## config.mk

```make
export PLATFORM = sky130hd
export DESIGN_NAME = sipo_frame_decoder_flat
export DESIGN_NICKNAME = d
export VERILOG_FILES = /design/src/rtl/sipo_frame_decoder_pkg.sv /design/src/rtl/sipo_frame_decoder_if.sv /design/src/rtl/sipo_frame_decoder_shift_reg.sv /design/src/rtl/sipo_frame_decoder.sv /design/src/flat_wrapper.sv
export SDC_FILE = /design/constraint.sdc
export NUM_CORES = 1
export LEC_CHECK = 0
export CAP_MARGIN = 25
export CORE_MARGIN = 4
export CORE_UTILIZATION = 55
export CTS_CLUSTER_SIZE = 12
export DETAILED_ROUTE_END_ITERATION = 6
export PLACE_DENSITY = 0.78
export RECOVER_POWER = 25
export SETUP_SLACK_MARGIN = 0.4
export SYNTH_ARGS = -nofsm -noshare
export SYNTH_HDL_FRONTEND = slang
export SYNTH_SLANG_ARGS = --single-unit
```

## constraint.sdc

```tcl
create_clock -name clock -period 3.2 [get_ports clock]
set_clock_uncertainty 0.05 [all_clocks]
set_input_delay 0.64 -clock clock [delete_from_list [all_inputs] [get_ports clock]]
set_output_delay 0.64 -clock clock [all_outputs]
set_load 0.05 [all_outputs]
```

## src/rtl/sipo_frame_decoder_pkg.sv

```systemverilog
// Shared constants and types for the serial frame encoder/decoder pair.
package sipo_frame_decoder_pkg;

    typedef enum logic [1:0] {
        HUNT,
        DATA,
        SYNC_CHECK
    } state_t;

    localparam int         DEF_DATA_WIDTH    = 8;
    localparam logic [7:0] DEF_SYNC_WORD     = 8'hA5;
    localparam int         DEF_PAYLOAD_WORDS = 4;
    localparam int         DEF_MAX_MISSES    = 3;

    // Bits needed to hold values 0..n-1; never less than 1.
    function automatic int clog2(input int n);
        int r;
        r = 1;
        for (int i = 0; i < 31; i++) begin
            if ((1 << i) < n) r = i + 1;
        end
        return r;
    endfunction

endpackage

```

## src/rtl/sipo_frame_decoder_if.sv

```systemverilog
// Serial-in / word-out bundle between the bit source and the frame decoder.
interface sipo_frame_decoder_if
    import sipo_frame_decoder_pkg::*;
#(
    parameter int DATA_WIDTH = DEF_DATA_WIDTH
);
    logic                  serialIn;
    logic                  serialValid;
    logic [DATA_WIDTH-1:0] message;
    logic                  messageValid;
    logic                  locked;
    logic                  syncError;
    logic                  lockLost;

    modport master (
        output serialIn, serialValid,
        input  message, messageValid, locked, syncError, lockLost
    );

    modport slave (
        input  serialIn, serialValid,
        output message, messageValid, locked, syncError, lockLost
    );
endinterface

```

## src/rtl/sipo_frame_decoder_shift_reg.sv

```systemverilog
// LSB-first serial-in parallel-out register; the first bit received ends up in bit 0.
module sipo_shift_reg
    import sipo_frame_decoder_pkg::*;
#(
    parameter int DATA_WIDTH = DEF_DATA_WIDTH
)(
    input  logic                  clock,
    input  logic                  resetN,
    input  logic                  shiftEn,
    input  logic                  clear,
    input  logic                  serialIn,
    output logic [DATA_WIDTH-1:0] parallelOut
);
    logic [DATA_WIDTH-1:0] r_shift;

    always_ff @(posedge clock or negedge resetN) begin
        if (!resetN) begin
            r_shift <= '0;
        end else if (clear) begin
            r_shift <= '0;
        end else if (shiftEn) begin
            r_shift <= {serialIn, r_shift[DATA_WIDTH-1:1]};
        end
    end

    assign parallelOut = r_shift;
endmodule

```

## src/rtl/sipo_frame_decoder.sv

```systemverilog
// Frame decoder: hunts for the sync word, emits payload words, and tracks lock with a miss flywheel.
module sipo_frame_decoder
    import sipo_frame_decoder_pkg::*;
#(
    parameter int                    DATA_WIDTH    = DEF_DATA_WIDTH,
    parameter logic [DATA_WIDTH-1:0] SYNC_WORD     = DATA_WIDTH'(DEF_SYNC_WORD),
    parameter int                    PAYLOAD_WORDS = DEF_PAYLOAD_WORDS,
    parameter int                    MAX_MISSES    = DEF_MAX_MISSES
)(
    input  logic               clock,
    input  logic               resetN,
    sipo_frame_decoder_if.slave bus
);
    localparam int BW = clog2(DATA_WIDTH);
    localparam int WW = clog2(PAYLOAD_WORDS + 1);
    localparam int MW = clog2(MAX_MISSES + 1);

    localparam logic [BW-1:0] BIT_LAST   = BW'(DATA_WIDTH - 1);
    localparam logic [WW-1:0] WORD_LAST  = WW'(PAYLOAD_WORDS - 1);
    localparam logic [WW-1:0] WORD_FULL  = WW'(PAYLOAD_WORDS);
    localparam logic [MW-1:0] MISS_LAST  = MW'(MAX_MISSES - 1);

    state_t                r_state;
    logic [BW-1:0]         r_bitCnt;
    logic [WW-1:0]         r_wordCnt;
    logic [MW-1:0]         r_missCnt;
    logic [DATA_WIDTH-1:0] r_message;
    logic                  r_messageValid;
    logic                  r_locked;
    logic                  r_syncError;
    logic                  r_lockLost;

    logic [DATA_WIDTH-1:0] w_shiftOut;
    logic [DATA_WIDTH-1:0] w_postShift;
    logic                  w_wordDone;
    logic                  w_syncMatch;
    logic                  w_lastMiss;
    logic                  w_clear;

    sipo_shift_reg #(
        .DATA_WIDTH (DATA_WIDTH)
    ) u_shift (
        .clock       (clock),
        .resetN      (resetN),
        .shiftEn     (bus.serialValid),
        .clear       (w_clear),
        .serialIn    (bus.serialIn),
        .parallelOut (w_shiftOut)
    );

    // Decisions are made on the value the shift register will hold after this bit.
    assign w_postShift = {bus.serialIn, w_shiftOut[DATA_WIDTH-1:1]};
    assign w_wordDone  = (r_bitCnt == BIT_LAST);
    assign w_syncMatch = (w_postShift == SYNC_WORD);
    assign w_lastMiss  = (r_missCnt == MISS_LAST);
    assign w_clear     = bus.serialValid && (r_state == SYNC_CHECK) && w_wordDone &&
                         !w_syncMatch && w_lastMiss;

    always_ff @(posedge clock or negedge resetN) begin
        if (!resetN) begin
            r_state        <= HUNT;
            r_bitCnt       <= '0;
            r_wordCnt      <= '0;
            r_missCnt      <= '0;
            r_message      <= '0;
            r_messageValid <= 1'b0;
            r_locked       <= 1'b0;
            r_syncError    <= 1'b0;
            r_lockLost     <= 1'b0;
        end else begin
            r_messageValid <= 1'b0;
            r_syncError    <= 1'b0;
            r_lockLost     <= 1'b0;
            if (bus.serialValid) begin
                case (r_state)
                    HUNT: begin
                        if (w_syncMatch) begin
                            r_state   <= DATA;
                            r_bitCnt  <= '0;
                            r_wordCnt <= '0;
                            r_missCnt <= '0;
                            r_locked  <= 1'b1;
                        end
                    end
                    DATA: begin
                        if (w_wordDone) begin
                            r_message      <= w_postShift;
                            r_messageValid <= 1'b1;
                            r_bitCnt       <= '0;
                            if (r_wordCnt == WORD_LAST) begin
                                r_wordCnt <= WORD_FULL;
                                r_state   <= SYNC_CHECK;
                            end else begin
                                r_wordCnt <= r_wordCnt + 1'b1;
                            end
                        end else begin
                            r_bitCnt <= r_bitCnt + 1'b1;
                        end
                    end
                    SYNC_CHECK: begin
                        if (w_wordDone) begin
                            r_bitCnt  <= '0;
                            r_wordCnt <= '0;
                            if (w_syncMatch) begin
                                r_missCnt <= '0;
                                r_state   <= DATA;
                            end else if (w_lastMiss) begin
                                r_syncError <= 1'b1;
                                r_lockLost  <= 1'b1;
                                r_missCnt   <= '0;
                                r_locked    <= 1'b0;
                                r_state     <= HUNT;
                            end else begin
                                // Flywheel: keep frame timing through an isolated bad sync.
                                r_syncError <= 1'b1;
                                r_missCnt   <= r_missCnt + 1'b1;
                                r_state     <= DATA;
                            end
                        end else begin
                            r_bitCnt <= r_bitCnt + 1'b1;
                        end
                    end
                    default: r_state <= HUNT;
                endcase
            end
        end
    end

    assign bus.message      = r_message;
    assign bus.messageValid = r_messageValid;
    assign bus.locked       = r_locked;
    assign bus.syncError    = r_syncError;
    assign bus.lockLost     = r_lockLost;
endmodule
```

## src/flat_wrapper.sv

```systemverilog
// flat-port wrapper written by rule: the top's interface ports become plain ports
module sipo_frame_decoder_flat import sipo_frame_decoder_pkg::*;
#(
    parameter int                    DATA_WIDTH    = DEF_DATA_WIDTH,
    parameter logic [DATA_WIDTH-1:0] SYNC_WORD     = DATA_WIDTH'(DEF_SYNC_WORD),
    parameter int                    PAYLOAD_WORDS = DEF_PAYLOAD_WORDS,
    parameter int                    MAX_MISSES    = DEF_MAX_MISSES
)
  (clock, resetN, bus_serialIn, bus_serialValid, bus_message, bus_messageValid, bus_locked, bus_syncError, bus_lockLost);
  sipo_frame_decoder_if #(.DATA_WIDTH(DATA_WIDTH)) bus_i ();
  input  logic clock;
  input  logic resetN;
  input wire logic [$bits(bus_i.serialIn)-1:0] bus_serialIn;
  input wire logic [$bits(bus_i.serialValid)-1:0] bus_serialValid;
  output wire logic [$bits(bus_i.message)-1:0] bus_message;
  output wire logic [$bits(bus_i.messageValid)-1:0] bus_messageValid;
  output wire logic [$bits(bus_i.locked)-1:0] bus_locked;
  output wire logic [$bits(bus_i.syncError)-1:0] bus_syncError;
  output wire logic [$bits(bus_i.lockLost)-1:0] bus_lockLost;
  assign bus_i.serialIn = bus_serialIn;
  assign bus_i.serialValid = bus_serialValid;
  assign bus_message = bus_i.message;
  assign bus_messageValid = bus_i.messageValid;
  assign bus_locked = bus_i.locked;
  assign bus_syncError = bus_i.syncError;
  assign bus_lockLost = bus_i.lockLost;
  sipo_frame_decoder #(.DATA_WIDTH(DATA_WIDTH), .SYNC_WORD(SYNC_WORD), .PAYLOAD_WORDS(PAYLOAD_WORDS), .MAX_MISSES(MAX_MISSES)) u_core (.clock(clock), .resetN(resetN), .bus(bus_i));
endmodule
```

# Yosys cells after proc, flatten, opt, wreduce, memory -nomap -nowiden
# Index checks and enable logic that the tools add are counted.
# word_totals
regBits	30
latch_bits	0
ramBits	0
memories	0
in_bits	4
wordCells	80
out_inout_bits	12
mem_bits_ro	0
# classes
bitwise_logic	0
mul	0
n_eq_ne	12
n_div	0
n_addsub	3
magnitude_cmp	0
reduce_logical	17
n_mux	38
shift	0
# op_table
cell	n
$mux 2	9
$mux 1	17
$mux 8	2
$mux 3	5
$ne 2x1->1 const B	5
$reduce_and 5->1	2
$pmux 3 s3	1
$eq 8x8->1 const B	1
$add 3x1->3 const B	2
$pmux 2 s3	1
$pmux 3 s2	1
$reduce_and 3->1	2
$reduce_and 6->1	1
$reduce_bool 2->1	3
$eq 2x2->1 const B	2
$logic_and 1x1->1	4
$pmux 2 s2	1
$reduce_and 4->1	1
$eq 3x2->1 const B	1
$eq 3x3->1 const B	1
$reduce_bool 3->1	1
$add 2x1->2 const B	1
$eq 2x1->1 const B	1
$logic_not 2->1	1
4 further kinds	4

# Longest topological paths before layout
# Gate-level depths: netlist of run 1.
# logic_depth
word_depth	6
ltp_mapped	6
depth_no_buf	6

# Modules after synthesis
# From an unflattened synthesis of run 1, not the netlist that was laid out.
# unflattened
hier_cells	121
area_unflattened_um2	1441.4
# modules_own_cells
mod	n_inst	seq_area_each_um2	cells_per_inst	area_per_inst_um2
sipo_frame_decoder	1	550.5	95	1116.1
sipo_shift_reg	1	200.2	26	325.3

# Least setup slack after synthesis of run 1
# Ideal clock, no wire load.
# synth_timing
kind	flip-flop to flip-flop
startpoint	register u_core.r_bitCnt[0]
endpoint	register u_core.r_state[1]
required_time_ns	3.023
path_buffers	0
path_slack_ns	1.443
arrival_time_ns	1.579
path_stages_with_launch	7
setup_ns	0.127
synth_period_minus_slack_ns	1.757
cell_sequence	dfrtp_1 ha_1 ha_1 a21bo_2 and3_1 nand2_1 mux2_1
# synth_between
elab_chain_cells	3
elab_cells_between_ends	4
classes_between	eq/ne (3); reduce/logical (1)
# synth_rtl
element	line_no	rtl
start, declared	sipo_frame_decoder.sv:24	logic [BW-1:0] r_bitCnt;
start signal, assigned	sipo_frame_decoder.sv:97	r_bitCnt <= r_bitCnt + 1'b1;
start signal, assigned	sipo_frame_decoder.sv:120	r_bitCnt <= r_bitCnt + 1'b1;
$eq 3x3->1 (*)	sipo_frame_decoder.sv:53	assign w_wordDone = (r_bitCnt == BIT_LAST);
$ne 2x1->1 (no source line)	--	
$reduce_and 5->1 (no source line) (*)	--	
end signal, assigned	sipo_frame_decoder.sv:61	r_state <= HUNT;
end signal, assigned	sipo_frame_decoder.sv:78	r_state <= DATA;
end signal, assigned	sipo_frame_decoder.sv:92	r_state <= SYNC_CHECK;
end, declared	sipo_frame_decoder.sv:23	state_t r_state;
# Mark *: on every way between the ends. The rest lies on a longest branch, timed or not.
# A chain may end at the register's enable or synchronous reset.

# Worst setup path in the final report of run 1
# layout_timing
startpoint	register u_core.r_locked (netlist: u_core.bus.locked)
endpoint	output bus_locked
# layout_rtl
element	line_no	rtl
start, declared	sipo_frame_decoder.sv:29	logic r_locked;
start signal, assigned	sipo_frame_decoder.sv:67	r_locked <= 1'b0;
start signal, assigned	sipo_frame_decoder.sv:82	r_locked <= 1'b1;
start signal, assigned	sipo_frame_decoder.sv:111	r_locked <= 1'b0;
end, declared	flat_wrapper.sv:17	output wire logic [$bits(bus_i.locked)-1:0] bus_locked;
# No word-level cell between the ends.

==> results of run 1 <==
-- sequential cells by signal, indices dropped and copies added, names as in the netlist --
signal / count
u_core.bus.lockLost: 1
u_core.bus.locked: 1
u_core.r_state: 2
u_core.r_bitCnt: 3
u_core.bus.message: 8
u_core.bus.messageValid: 1
u_core.u_shift.parallelOut: 7
u_core.bus.syncError: 1
u_core.r_missCnt: 2
u_core.r_wordCnt: 3
-- layout by cell type, fill, tap and decap left out, drive strengths merged, types with 4 or more instances in the layout --
cell and count:
clkbuf 6, mux2i 9, nor2 11, dfrtp 29, a32o 4, nand2 7
clkdlybuf4s50 14, mux2 10, ha 9, nand2b 4, inv 5
-- Yosys cell counts, drive strengths merged (4+ instances only) --
cell and n:
a32o 4, dfrtp 29, ha 9, inv 5, mux2 10, mux2i 9, nand2 7, nand2b 4
nor2 11
-- cell families (layout without fill, tap and decap cells) --
group	count (synthesis)	after routing
mux	19	19
flops	29	29
fa+ha+maj	9	9
buf+inv	7	30
simple gates	36	36
compound gates	15	15
-- through the flow --
| stage | area, µm² | hold WS [ps] |
|---|---|---|
| 2_1_floorplan | 1460 | 294 |
| 3_3_place_gp | 1650 | 431 |
| 3_5_place_dp | 1650 | 442 |
| 4_1_cts | 1730 | 465 |
| 5_1_grt | 1730 | 492 |
| 6_report | 1730 | 463 |
-- cell type report --
cell class,count,area share
flip-flops and latches,29,0.420
multi-input cells,79,0.406
repair buffers,17,0.0934
clock inverters,3,0.0268
clock buffers,5,0.0217
well taps,30,0.0217
inverters,5,0.0109
-- where the power goes --
group	internal [W]	switching [W]
logic	0.000196	0.000216
registers	0.000446	0.0000797
clock network	0.000165	0.000140
-- layer usage --
layer | up-vias | share of wire
li1 | 458 | -
met1 | 464 | 0.46
met2 | 21 | 0.48
met3 | 7 | 0.039
met4 | 0 | 0.019
met5 | - | 0
-- how the worst max path moves through the flow --
stage	end	slack, ps
6_report	bus_locked	980
5_1_grt	u_core.r_state[1]	800
4_1_cts	bus_locked	960
3_5_place_dp	u_core.r_wordCnt[0]	900
3_3_place_gp	u_core.bus.message[7]	920
2_1_floorplan	u_core.r_state[1]	1440
==> summary.txt, run 1 <==
Run status
  • Status: finished clean

Min path
  • Min-Delay Endpoint: u_core.bus.message[7]
  • Hold WC Path Type: reg2reg
  • Worst hold start: u_core.bus.message[7]
  • Worst hold stages: 1

STA
  • Relative slew margins: 0.00550
  • Minimum clock period: 2220 ps
  • Fmax: 0.450 GHz
  • Max-slew violations: 0
  • Worst-margin pin slew: 1490 ps
  • Final number of setup-violating endpoints: 0
  • TNS Setup: 0 ps
  • RSZ-0062 raised after global routing: no
  • Worst Setup Slack, final: 978 ps
  • Final Hold Fails: 0
  • Post-route clock period utilization: 0.695

Route
  • DRT Pass-1 Iters: 4
  • ANT nets after route: 0
  • Vias: 950
  • Vias/cell: 5.65
  • First-iteration detailed-routing DRC count: 29
  • Total Routed Length: 2.58 mm
  • Wirelength per Cell: 15.3 µm
  • Remaining DRCs: 0

Synthesis
  • Synth top area cells: dfrtp_1 50%, ha_1 7.7%, mux2i_1 6.2%
  • Synth async-reset ratio: 1.00
  • Adder-Cell Fraction of Synth Area: 0.0774
  • EDFF count, synth: 0
  • Synthesized Nets: 128
  • Synth warn: 0
  • Register area share after synthesis: 0.499
  • Cells after Synth: 115
  • Post-Synth XOR/XNOR Area: 0
  • Synth Area in Compound Gates: 0.0937
  • Syn Std Cell Area: 0.00146 mm²
  • Main combinational cell family by area after synthesis: simple AND/OR/NAND/NOR gates
  • Multiplexer share of the synthesized area: 0.142
  • #FFs+latches synth: 29
  • Mean area per synthesized cell: 12.7 µm²
  • Post-Synth Simple-Gate Area: 0.169
  • Main synth FF type: dfrtp_1
  • Synth area leader: dfrtp_1
  • Top-area cell type share of the netlist area: 0.499
  • Synth cell types: 31

Setup path
  • RR Endpoint: u_core.r_state[1]
  • Stages on the worst setup path: 1
  • Reg2reg setup slack: 1330 ps
  • Worst EP arrival: 1530 ps
  • RR Startpoint: u_core.r_bitCnt[0]
  • CP Launch Point: u_core.bus.locked
  • Worst setup SP type: register
  • R2R depth: 6
  • Crit. End Element: primary output
  • Slowest-stage cell, CP: clkdlybuf4s50_1
  • Worst path required time: 2510 ps
  • Crit path max-delay family: buffers and inverters
  • Critical Path Max Stage Delay: 810 ps
  • WS Path Type: reg2out
  • CP Buf/Inv Count: 1
  • Critical Path Fanout Max: 3
  • Worst path cell trace: clkdlybuf4s50_1

Global route
  • Largest net degree at the start of global routing: 30
  • Vias in the first global route: 928
  • Grt met1 use: 0.220
  • Total track usage: 0.167
  • Initial antenna violation count: 0
  • Grt met3 use: 0.0414
  • Global-route wire length before repair: 4.31 mm
  • Met2 GRT Util: 0.261
  • Global routing's busiest layer: met2
  • GR Overflow Total: 0

CTS
  • Hold-fix buffers, CTS: 0
  • CTS resizes: 0
  • CTS Buffer Depth: 2
  • Clk slew on worst S/H paths: 100 ps
  • Skew-Pair Late Insertion Delay: 340 ps
  • CTS H-tree depth: 2
  • Total CTS buffers: 5
  • Postcts setup bufs: 0
  • Root Driver: clkbuf_4
  • CTS tree: done
  • Clk sinks: 29

Power and ir drop
  • Max IR drop VDD: 507 µV
  • PD cells: 719 mW/mm²
  • Leak: 0.790 nW
  • Total power: 0.00124 W

Layout
  • N_diodes: 0
  • Area delta synth->final: 18.7%
  • Fillers: 173
  • Final core occ: 0.691
  • Multi-input gate area: 701 µm²
  • Cell Count, Final, Fillers Out: 168
  • Layout cell share with drive strength beyond 1: 0.181
  • Storage element area: 726 µm²
  • Nets: 150

Floorplanning
  • Die Wd: 59.4 µm
  • I/O pin count: 16
  • Die Ht: 59.4 µm
  • FP Rows: 18
  • Die footprint: 0.00353 mm²
  • Core ar.: 0.00250 mm²
  • Initial Util: 0.582

Flow run
  • # Max-Cap Violations: 0

Place
  • Placer Congestion: 0.705
  • Post-DP HPWL: 1.90 mm
  • Dpl ws: 903 ps
  • Placed cell count: 160
  • IO buf count: 15
No activity file was read; power rests on OpenSTA's default activity.
==> run 2, diff against run 1 <==
- clock period: 3.2 -> 2.3 ns (I/O delays scaled with it)
==> run 2 against run 1 <==
  * Cell count unchanged
  * Total power increased by 41%
  * Final area up 0.36%
  * Sequential power grew 39%
  * Wire length rose by 6.1%
  * Sequential share of layout area shrank 0.15 points
  * First-iteration DRC count rose by 93%
  * Non-clock buffer count is the same
  * Flip-flop and latch count is the same
  * Critical path depth increased by 5
  * Clock-buffer cell count unchanged
  * Critical endpoint is now u_core.r_state[1]
==> summary.txt, run 2 (same netlist as run 1, synthesis figures left out) <==
Min path
  • Worst hold stages: 1 (unchanged)
  • Hold WC Path Type: reg2reg

STA
  • Final number of setup-violating endpoints: 0 (unchanged)
  • Final Hold Fails: 0 (unchanged)
  • Minimum clock period: 1840 ps
  • TNS Setup: 0 ps (unchanged)
  • Worst-margin pin slew: 518 ps (-974 ps)
  • RSZ-0062 raised after global routing: yes
  • Post-route clock period utilization: 0.799
  • Max-slew violations: 0 (unchanged)
  • Fmax: 0.544 GHz
  • Relative slew margins: 0.652 (+0.647)
  • Worst Setup Slack, final: 462 ps (-516 ps)

Place
  • IO buf count: 15 (unchanged)
  • Placer Congestion: 0.826 (+17%)
  • Post-DP HPWL: 1.96 mm (+2.9%)
  • Dpl ws: 181 ps (-723 ps)

Floorplanning
  • Die Ht: 59.4 µm (unchanged)
  • Die footprint: 0.00353 mm² (unchanged)
  • Core ar.: 0.00250 mm² (unchanged)
  • Initial Util: 0.582 (unchanged)
  • FP Rows: 18 (unchanged)
  • Die Wd: 59.4 µm (unchanged)
  • I/O pin count: 16 (unchanged)

Power and ir drop
  • Switch share: 0.355 (+0.00451)
  • Switching power total: 0.000624 W (+43%)
  • Leak: 0.847 nW (+7.2%)
  • Power Internal: 0.00113 W (+41%)
  • PD cells: 1010 mW/mm² (+41%)
  • Max IR drop VDD: 1010 µV (+100%)
  • Clock power frac: 0.240 (-0.005)
  • Reg power frac: 0.415 (-0.008)
  • Combinational power share: 0.345 (+0.013)

Layout
  • Commonest non-fill, non-tap cell in the layout: dfrtp_1
  • Layout cell share with drive strength beyond 1: 0.210 (+0.0290)
  • Commonest cells after routing, fill and taps aside: 29 x dfrtp_1, 12 x dlygate4sd2_1, 11 x nor2_1
  • Fillers: 190 (+9.8%)
  • N_diodes: 0 (unchanged)
  • Area delta synth->final: 19.2%
  • Nets: 150 (unchanged)
  • Max reg flops: 8 (unchanged)

Global route
  • Vias in the first global route: 982 (+5.8%)
  • Largest net degree at the start of global routing: 30 (unchanged)
  • Initial antenna violation count: 0 (unchanged)
  • Global-route wire length before repair: 4.69 mm (+9.0%)
  • Total track usage: 0.184 (+0.0174)
  • GR Overflow Total: 0 (unchanged)

Route
  • DRT Pass-1 Iters: 4 (unchanged)
  • First-iteration detailed-routing DRC count: 56 (+93%)
  • Wirelength per Cell: 16.3 µm (+6.1%)
  • Remaining DRCs: 0 (unchanged)
  • ANT nets after route: 0 (unchanged)
  • Vias: 966 (+1.7%)
  • Vias/cell: 5.75 (+1.7%)
  • Total Routed Length: 2.73 mm (+6.1%)

Setup path
  • CP endpoint: u_core.r_state[1]
  • Critical Path Fanout Max: 6 (+3)
  • Crit. End Element: register
  • Worst path required time: 2470 ps (-40 ps)
  • Worst setup SP type: register
  • Worst EP arrival: 2010 ps (+480 ps)
  • RR Endpoint: u_core.r_state[1]
  • WS Path Type: reg2reg
  • CP Launch Point: u_core.r_bitCnt[0]
  • Reg2reg setup slack: 460 ps (-870 ps)
  • RR Startpoint: u_core.r_bitCnt[0]
  • R2R depth: 6 (unchanged)

CTS
  • Clk sinks: 29 (unchanged)
  • Clk slew on worst S/H paths: 100 ps (about the same)
  • CTS H-tree depth: 2 (unchanged)
  • Root Driver: clkbuf_4
  • Postcts setup bufs: 0 (unchanged)
  • Hold-fix buffers, CTS: 0 (unchanged)
  • Total CTS buffers: 5 (unchanged)
  • CTS Buffer Depth: 2 (unchanged)
  • CTS tree: done
  • Skew-Pair Late Insertion Delay: 330 ps (about the same)

Run status
  • Status: finished clean

Flow run
  • # Max-Cap Violations: 0 (unchanged)
-- run 2: changes by cell type in the layout (fill, tap and decap cells not counted) --
cell and change:
buf_4 +1, clkbuf_1 -1, clkdlybuf4s50_1 -12, dlygate4sd2_1 +12, ha_1 -3, ha_2 +2, ha_4 +1
-- run 2: routing by layer --
layer  track usage  wire, µm
met3        0.0654       116
met2         0.292      1370
met4        0.0680        22
met1         0.230      1220
met5             0         0
-- run 2: what timing repair did --
action,CTS,global route
gates cloned,0,0
setup endpoints to repair,13,4
gates resized for setup,13,3
pin swaps,0,1
-- run 2: worst min-delay path by stage --
stage	slack, ps	endpoint	startpoint
floorplan	110	u_core.bus.lockLost	resetN
global placement	430	u_core.r_bitCnt[1]	u_core.r_bitCnt[1]
detailed placement	440	u_core.r_bitCnt[1]	u_core.r_bitCnt[1]
CTS	440	u_core.r_bitCnt[1]	resetN
global route	480	u_core.bus.message[4]	u_core.bus.message[4]
finish	460	u_core.bus.message[7]	u_core.bus.message[7]
-- run 2: power groups by stage --
| stage | logic, W | clock network, W | registers (W) |
|---|---|---|---|
| after floorplan | 0.000448 | 0 | 0.000724 |
| after global placement | 0.000549 | 0 | 0.000726 |
| after detailed placement | 0.000589 | 0 | 0.000736 |
| after CTS | 0.000595 | 0.000434 | 0.000726 |
| after global routing | 0.000672 | 0.000461 | 0.000750 |
| final | 0.000607 | 0.000422 | 0.000730 |
-- run 2: per-stage QoR --
step                area, µm²   util  power (W)  hold slack, ps  std cells
floorplan                1460      -    0.00117             114        115
global placement         1650  0.659    0.00128             430        160
detailed placement       1650  0.659    0.00133             440        160
CTS                      1720  0.688    0.00175             441        168
global route             1730  0.694    0.00188             480        168
finish                   1730  0.694    0.00176             458        168
-- run 2: critical path: stages (launching register included) --
cell and delay (ps):
dfrtp_1 420, ha_2 210, ha_2 200, a21bo_2 220, and3_1 200, nand2_1 100
mux2_1 330
-- run 2: area by class of cell --
cell class	instances	area [µm²]	share of cell area
clock inverters	3	46.3	0.0267
multi-input cells	79	718	0.414
flip-flops and latches	29	726	0.418
clock buffers	5	37.5	0.0216
well taps	30	37.5	0.0216
repair buffers	17	150	0.0866
inverters	5	18.8	0.0108
